`config.mk`:
```
export PLATFORM = sky130hd
export DESIGN_NAME = fpadd_arbiter
export DESIGN_NICKNAME = d
export VERILOG_FILES = /design/src/rtl/fpadd_arbiter.sv
export SDC_FILE = /design/constraint.sdc
export NUM_CORES = 1
export LEC_CHECK = 0
export BUFFER_PORTS_ARGS = -buffer_cell sky130_fd_sc_hd__buf_2
export CORE_MARGIN = 5
export CORE_UTILIZATION = 51
export DETAILED_ROUTE_END_ITERATION = 8
export PLACE_DENSITY_LB_ADDON = 0.12
export SLEW_MARGIN = 0
export SYNTH_ARGS = -nofsm -noshare
export SYNTH_HDL_FRONTEND = slang
export SYNTH_SLANG_ARGS = --single-unit
```
`constraint.sdc`:
```
create_clock -name clk -period 4.79 [get_ports clk]
set_input_delay 0.7185 -clock clk [delete_from_list [all_inputs] [get_ports clk]]
set_output_delay 0.7185 -clock clk [all_outputs]
set_load 0.03 [all_outputs]
```
`src/rtl/fpadd_arbiter.sv`:
```
// fpadd_arbiter: round-robin arbiter sharing one FP adder between two requesters,
// with a WAIT timeout that returns an error response instead of hanging.
module fpadd_arbiter #(
    parameter int TIMEOUT_CYC = 16
) (
    input  logic        clk,
    input  logic        rst_n,
    input  logic [1:0]  req_valid,
    input  logic [31:0] req_op1_0,
    input  logic [31:0] req_op2_0,
    input  logic [31:0] req_op1_1,
    input  logic [31:0] req_op2_1,
    output logic [1:0]  req_ready,
    output logic [1:0]  rsp_valid,
    input  logic [1:0]  rsp_ready,
    output logic [31:0] rsp_result,
    output logic        rsp_err,
    output logic [31:0] fpa_op1,
    output logic [31:0] fpa_op2,
    output logic        fpa_start,
    input  logic        fpa_done,
    input  logic [31:0] fpa_result,
    output logic        busy
);
    typedef enum logic [1:0] {IDLE, ISSUE, WAIT, RESP} state_t;
    state_t      state, state_nx;
    logic [31:0] op1_q, op2_q, res_q;
    logic        err_q, win_q, ptr_q;
    logic [7:0]  timer_q;
    logic [1:0]  grant;
    logic        timeout;
    // Contention goes to the pointer; a lone request simply wins.
    assign grant   = (req_valid == 2'b11) ? (ptr_q ? 2'b10 : 2'b01) : req_valid;
    assign timeout = timer_q == 8'(TIMEOUT_CYC - 1);
    always_comb begin
        state_nx = state;
        case (state)
            IDLE:    state_nx = |req_valid ? ISSUE : IDLE;
            ISSUE:   state_nx = WAIT;
            WAIT:    state_nx = (fpa_done || timeout) ? RESP : WAIT;
            RESP:    state_nx = rsp_ready[win_q] ? IDLE : RESP;
            default: state_nx = IDLE;
        endcase
    end
    always_comb begin
        req_ready  = (state == IDLE) ? grant : 2'b00;
        fpa_start  = state == ISSUE;
        fpa_op1    = (state == ISSUE || state == WAIT) ? op1_q : 32'd0;
        fpa_op2    = (state == ISSUE || state == WAIT) ? op2_q : 32'd0;
        rsp_valid  = (state == RESP) ? (win_q ? 2'b10 : 2'b01) : 2'b00;
        rsp_result = (state == RESP) ? res_q : 32'd0;
        rsp_err    = (state == RESP) && err_q;
        busy       = state != IDLE;
    end
    always_ff @(posedge clk or negedge rst_n) begin
        if (!rst_n) begin
            state   <= IDLE;
            op1_q   <= '0;
            op2_q   <= '0;
            res_q   <= '0;
            err_q   <= 1'b0;
            win_q   <= 1'b0;
            ptr_q   <= 1'b0;
            timer_q <= '0;
        end else begin
            state <= state_nx;
            if (state == IDLE && |req_valid) begin
                win_q <= grant[1];
                op1_q <= grant[1] ? req_op1_1 : req_op1_0;
                op2_q <= grant[1] ? req_op2_1 : req_op2_0;
            end
            if (state == ISSUE)
                timer_q <= '0;
            // Done wins over a coincident timeout.
            if (state == WAIT) begin
                timer_q <= timer_q + 8'd1;
                if (fpa_done) begin
                    res_q <= fpa_result;
                    err_q <= 1'b0;
                end else if (timeout) begin
                    res_q <= '0;
                    err_q <= 1'b1;
                end
            end
            if (state == RESP && rsp_ready[win_q])
                ptr_q <= ~win_q;
        end
    end
endmodule

```
### Word-level counts from Yosys, hierarchy flattened

Cells that the tools add are included.

* logic and storage cells: 49
* bits in registers: 109
* input port bits: 167

* muxes and demuxes: 22
* reductions and logical operators: 11
* bitwise operators: 1
* eq/ne operators: 5
* order comparisons: 1
* $add $sub $neg: 1

Operators by type and width (number)
* $mux 32: 7
* $mux 8: 2
* $mux 2: 6
* $add 8x1->8 const B: 1
* $eq 8x4->1 const B: 1
* $pmux 2 s4: 1
* $eq 2x2->1 const B: 3
* $mux 1: 6
* $reduce_bool 2->1: 3
* $logic_and 1x1->1: 3
* $eq 2x1->1 const B: 1
* $logic_not 2->1: 1
* $logic_or 1x1->1: 2
* $lt 1x2->1 const B: 1
* $reduce_and 2->1: 1
* $reduce_or 2->1: 1
* $not 1->1: 1

### Logic depth before layout (Yosys ltp)

Gate-level depths: netlist of the first run.

* depth after elaboration: 4
* mapped depth: 8
* gate-level depth less buffers: 5

### Worst setup path after synthesis of the first run

OpenSTA, ideal clock, no wires.

* path kind: input to output
* from: input port req_valid[0]
* to: output port req_ready[1]
* cell stages on the path: 3
* data arrival time: 1711 ps
* path slack: 2361 ps
* cells stage by stage: nor2b_1 -> clkbuf_1 -> nor3_1

* word-level cells in the longest chain between the ends: 3

Ends and longest elaborated chain
* start: declaration: RTL line 8 `input logic [1:0] req_valid,`
* $eq 2x2->1: RTL line 33 `assign grant = (req_valid == 2'b11) ? (ptr_q ? 2'b10 : 2'b01) : req_valid;`
* $mux 2: RTL line 33
* $mux 2: RTL line 46 `req_ready = (state == IDLE) ? grant : 2'b00;`
* end: declaration: RTL line 13 `output logic [1:0] req_ready,`

No other way between the ends.

### Worst setup path after layout of the first run

* from: register state[1]
* to: output port fpa_op2[12]

* word-level cells in the longest chain between the ends: 3
* elaborated cells between the ends (all ways): 4
* those cells by class: eq/ne: 2; mux: 1; reduce/logical: 1

Ends and longest elaborated chain
* start: declaration: RTL line 26 `state_t state, state_nx;`
* start signal: assignment: RTL line 66 `state <= state_nx;`
* $eq 2x1->1 / $eq 2x2->1 (equally long branches): RTL line 49 `fpa_op2 = (state == ISSUE || state == WAIT) ? op2_q : 32'd0;`
* $logic_or 1x1->1 *: RTL line 49
* $mux 32 *: RTL line 49
* end: declaration: RTL line 19 `output logic [31:0] fpa_op2,`

Mark *: on every way between the ends. The rest lies on a longest branch, timed or not.

==> results of run 1 <==
==> final timing paths <==
| check | to |
|---|---|
| worst max-delay path | fpa_op2[12] |
| worst min-delay path | err_q |
| worst max register to register | timer_q[6] |
| worst min register to register | err_q |
| max in group asynchronous | op2_q[8] |
| min in group asynchronous | res_q[23] |
==> layout make-up <==
| type | count | area share |
|---|---|---|
| Multi-Input combinational cell | 510 | 0.385 |
| Sequential cell | 109 | 0.363 |
| Timing Repair Buffer | 275 | 0.185 |
| Clock buffer | 11 | 0.0336 |
| Tap cell | 143 | 0.0238 |
| Clock inverter | 5 | 0.00466 |
| Inverter | 9 | 0.00449 |
==> power by group through the flow <==
stage	registers (mW)	logic [mW]	clock network (mW)
floorplan	1.51	2.34	0
global route	1.64	3.43	0.774
global placement	1.57	3.13	0
CTS	1.58	3.19	0.732
detailed placement	1.59	3.18	0
finish	1.58	3.15	0.722
==> critical path, stage by stage, from the launching register on <==
cell	delay [ns]
dfrtp_1	0.41
inv_1	0.08
ha_2	1.05
and2_1	0.27
buf_2	0.21
==> synth_stat cells, types with 2 or more instances <==
cell	instances
buf_6	3
buf_2	6
clkbuf_1	45
a21oi_1	4
o21ai_1	6
nor2_1	65
nand3_1	5
nor2b_1	4
o21a_1	3
or3_1	2
ha_1	5
o21ai_0	94
nand3b_1	64
and2_1	100
nand2b_1	2
dfrtp_1	109
mux2i_1	5
inv_1	8
nand2_1	74
buf_1	11
a31oi_1	64
==> sequential cells by signal, summed over array words and instances, names as in the netlist <==
name,count
timer_q,8
ptr_q,1
op1_q,32
op2_q,32
res_q,32
state,2
err_q,1
win_q,1
==> routing by layer <==
| layer | wire length, um | share of wire | track usage | vias to the layer above |
|---|---|---|---|---|
| li1 | - | - | - | 2799 |
| met1 | 7170 | 0.41 | 0.311 | 2747 |
| met2 | 8520 | 0.49 | 0.408 | 249 |
| met3 | 1250 | 0.072 | 0.0495 | 39 |
| met4 | 507 | 0.029 | 0.0910 | 0 |
| met5 | 0 | 0 | 0 | - |
==> kinds of logic after synthesis <==
logic type / share of synthesized area
adders and majority gates: 0.0106
buffers and inverters: 0.0520
muxes: 0.00846
and+or+nand+nor: 0.297
AOI/OAI and AO/OA: 0.171
DFF: 0.461
==> impl_metrics.toml, run 1 <==
[timing]
fin_skew_ns = 0.00917
timing.fmax_mhz = 322
max_slew.worst_pin.slew_ns = 1.12
whs_ns = 0.493
slew_violations = 0
tns_ns = 0
finalHoldViolCount = 0
setup_viol = 0
post-route-period-util = 0.648
rsz0062_at_grt = "false"
period_minus_slack_ns = 3.10
slew_headroom = 0.251
setup_ws_ns = 1.69

[finish]
area_growth_pct = 27.1
fin_area_um2 = 7520
antenna_cells = 0
multi_input_area_um2 = 2900
final_cell_mix = "buf_2, dfrtp_1, and2_1"
layout-drive-gt1-share = 0.325
fin_util = 0.659
fin_nets = 1086
final_cells = 1062
final_common_cell = "buf_2"
regArea_um2 = 2730
n_fill_cell = 924

[grt]
grt_pass1_wl_mm = 28.4
grt_max_degree = 115
grt_usage = 0.243
grt_overflow = 0
antenna_found_initial = 0
grt_pass1_vias = 5869

[pwr]
pwr-share-seq = 0.290
p_switching_mw = 2.72
power.internal_mw = 2.74
power_frac_comb = 0.578
swShare = 0.498
powerDensity_nw_per_um2 = 726
p_leak_nw = 3.63
ir_drop_mv = 0.472
power.share.clock = 0.132
total_power_mw = 5.46

[placed_design]
dp_hpwl_mm = 12.3
place_ws_ns = 1.75
port_buffers = 269
dp.cells = 1046
place_congestion = 0.837
dpl_cell_area_um2 = 7230

[critical_path]
reg2reg_from = "state[1]"
path_class = "reg -> out"
end_kind = "output pin"
required_ns = 4.07
r2r_cells = 5
worst_ep_arrival_time_ns = 2.38
rrSetupSlack_ns = 2.34
crit_start = "state[1]"
critPathMaxFanout = 75
cp-start-kind = "flip-flop"

[worst_hold_path]
worstHoldStart = "err_q"
worstHoldPathType = "reg -> reg"
hold_depth = 1

[clock_tree]
postCtsSetupRepairBufs = 0
cts_tree = "yes"
cts_max_level = 3
clock_latency_ns = 0.34
cts_buffer_depth = 2
cts_resized = 0
holdBufCountCts = 0
cts_made_buffers = 9
clk_pin_slew_ns = 0.07
cts.sinks = 109
ctsRootBufferMaster = "clkbuf_16"

[outcome]
outcome = "complete, no violations"

[job]
cap_violations = 0

[logic_synthesis]
syn_avg_cell_area_um2 = 8.54
synthArstFlopShare = 1.00
synth_edf_count = 0
ys_warn_count = 0
synth_top_cell_by_area = "dfrtp_1"
yosysSeqAreaShare = 0.461
synth_cell_types = 35
synthFlopType = "dfrtp_1"
yosys-top-cells-area = "dfrtp_1, and2_1, nand3b_1"
syn_inst = 693
ys_ff_latch = 109
synth_top_area_frac = 0.461
syn_area_um2 = 5920
synth.net_count = 865

[detailed_routing]
first_pass_iters = 6
via_count = 5834
antenna_left = 0
via_per_inst = 5.49
drc_errors = 0
drt_iter0_markers = 534
wire_per_inst_um = 16.4
wirelength_mm = 17.4

[die]
die_w_um = 118
ioPinCount = 270
initial_utilization = 0.518
die_height_um = 118
core_area_um2 = 11400
std_cell_rows = 39
die_area_um2 = 13900
Power figures use the tool's default switching activity.
==> run 2: changes to the inputs <==
--- a/config.mk
+++ b/config.mk
@@ -7,7 +7,7 @@
 export LEC_CHECK = 0
 export BUFFER_PORTS_ARGS = -buffer_cell sky130_fd_sc_hd__buf_2
 export CORE_MARGIN = 5
-export CORE_UTILIZATION = 51
+export CORE_UTILIZATION = 48
 export DETAILED_ROUTE_END_ITERATION = 8
 export PLACE_DENSITY_LB_ADDON = 0.12
 export SLEW_MARGIN = 0
==> constraint.sdc (replaced) <==
create_clock -name clk -period 3 [get_ports clk]
set_input_delay 0.45 -clock clk [delete_from_list [all_inputs] [get_ports clk]]
set_output_delay 0.45 -clock clk [all_outputs]
set_load 0.03 [all_outputs]
==> impl_metrics.toml, run 2 (synthesis gave the netlist of run 1 again) <==
[outcome]
outcome = "complete, no violations"

[pwr]
ir_drop_mv = 0.752
powerDensity_nw_per_um2 = 1180
swShare = 0.478
power.internal_mw = 4.72
power.share.clock = 0.158
p_leak_nw = 3.71
power_frac_comb = 0.560
pwr-share-seq = 0.282
p_switching_mw = 4.33

[detailed_routing]
wirelength_mm = 17.4
drc_errors = 0
first_pass_iters = 4
wire_per_inst_um = 15.9
drt_iter0_markers = 388
via_count = 5751
antenna_left = 0
via_per_inst = 5.25

[worst_hold_path]
worstHoldPathType = "in -> async"

[job]
cap_violations = 0

[critical_path]
slowest_stage = "ha_2"
end_kind = "output pin"
cp-start-kind = "flip-flop"
required_ns = 2.55
max_stage_delay_ns = 0.65
critical_path.cell_chain = "inv_1 > ha_2 > buf_12 > and2_1 > buf_2"
worst_ep_arrival_time_ns = 2.11
path_class = "reg -> out"
critPathMaxFanout = 43

[timing]
fin_skew_ns = 0.00690
timing.fmax_mhz = 390
finalHoldViolCount = 0
post-route-period-util = 0.855
tns_ns = 0
setup_viol = 0
rsz0062_at_grt = "false"
max_slew.worst_pin.slew_ns = 1.04
period_minus_slack_ns = 2.56
slew_violations = 0
slew_headroom = 0.304

[finish]
final_common_cell = "buf_2"
fin_util = 0.638
top_regs = "op1_q: 32 flops, op2_q: 32 flops, res_q: 32 flops"
antenna_cells = 0
layout-drive-gt1-share = 0.331
final_cell_mix = "buf_2, dfrtp_1, and2_1"
area_growth_pct = 30.1
fin_nets = 1094

[placed_design]
dp_hpwl_mm = 12.8
port_buffers = 269
place_congestion = 0.801

[die]
die_area_um2 = 14600
initial_utilization = 0.490
ioPinCount = 270
die_height_um = 121
die_w_um = 121
std_cell_rows = 40
core_area_um2 = 12100

[clock_tree]
clock_latency_ns = 0.34
clk_pin_slew_ns = 0.07
cts_max_level = 3
postCtsSetupRepairBufs = 0
cts_resized = 0
cts_tree = "yes"
cts_made_buffers = 9
cts_buffer_depth = 2
cts.sinks = 109
holdBufCountCts = 0
ctsRootBufferMaster = "clkbuf_16"

[grt]
grt_max_degree = 91
grt_usage = 0.233
antenna_found_initial = 0
grt_pass1_wl_mm = 27.6
grt_overflow = 0
grt_pass1_vias = 5765
-- run 2: cell types whose count changed in the layout (fill, tap and decap cells not counted) --
cell       change
clkinv_4       -2
clkbuf_8       -2
buf_12         +1
buf_4          +7
bufinv_16      +4
-- run 2: final cells by class --
| class | count | area [um^2] |
|---|---|---|
| fill | 1067 | 4360 |
| multi-input combinational | 510 | 2900 |
| sequential | 109 | 2730 |
| timing repair buffer | 283 | 1470 |
| clock buffer | 9 | 225 |
| tap | 168 | 210 |
| clock inverter | 7 | 138 |
| inverter | 9 | 33.8 |
-- run 2: worst paths after layout --
path,depth (start not counted),startpoint,slack [ns],to
max,5,state[1],0.44,fpa_op2[26]
min,1,rst_n,0.10,res_q[4]
max reg2reg,6,state[1],0.84,timer_q[6]
min reg2reg,2,res_q[4],0.52,res_q[4]
max in group asynchronous,2,rst_n,2.08,res_q[29]
min in group clk,3,fpa_result[20],0.31,res_q[20]
-- run 2: through the flow --
step,hold WS (ns),cell area [um^2],instances,setup slack [ns],total power [mW]
finish,0.102,7700,1095,0.436,9.05
global route,0.153,7700,1095,0.241,9.66
CTS,0.127,7700,1095,0.407,9.13
detailed placement,0.497,7340,1079,0.770,7.69
global placement,0.474,7340,1079,0.883,7.56
floorplan,0.154,5920,693,0.943,6.14
-- run 2: worst max-delay path: cells and delay by family (launching register included) --
| kind | cells | cell delay [ns] |
|---|---|---|
| and+or+nand+nor | 1 | 0.15 |
| buffers and inverters | 3 | 0.53 |
| adders and majority gates | 1 | 0.65 |
| DFF | 1 | 0.41 |
-- run 2: metal layers --
metal | up-vias | GRT usage | share of wire
met2 | 217 | 0.391 | 0.48
met5 | - | 0 | 0
met3 | 32 | 0.0536 | 0.080
li1 | 2822 | - | -
met4 | 0 | 0.0857 | 0.026
met1 | 2680 | 0.292 | 0.41
-- run 2: power by group through the flow --
stage | clock, mW | combinational (mW) | sequential (mW)
6_report | 1.43 | 5.07 | 2.55
5_1_grt | 1.51 | 5.53 | 2.62
4_1_cts | 1.45 | 5.13 | 2.55
3_5_place_dp | 0 | 5.12 | 2.57
3_3_place_gp | 0 | 5.02 | 2.54
2_1_floorplan | 0 | 3.74 | 2.41
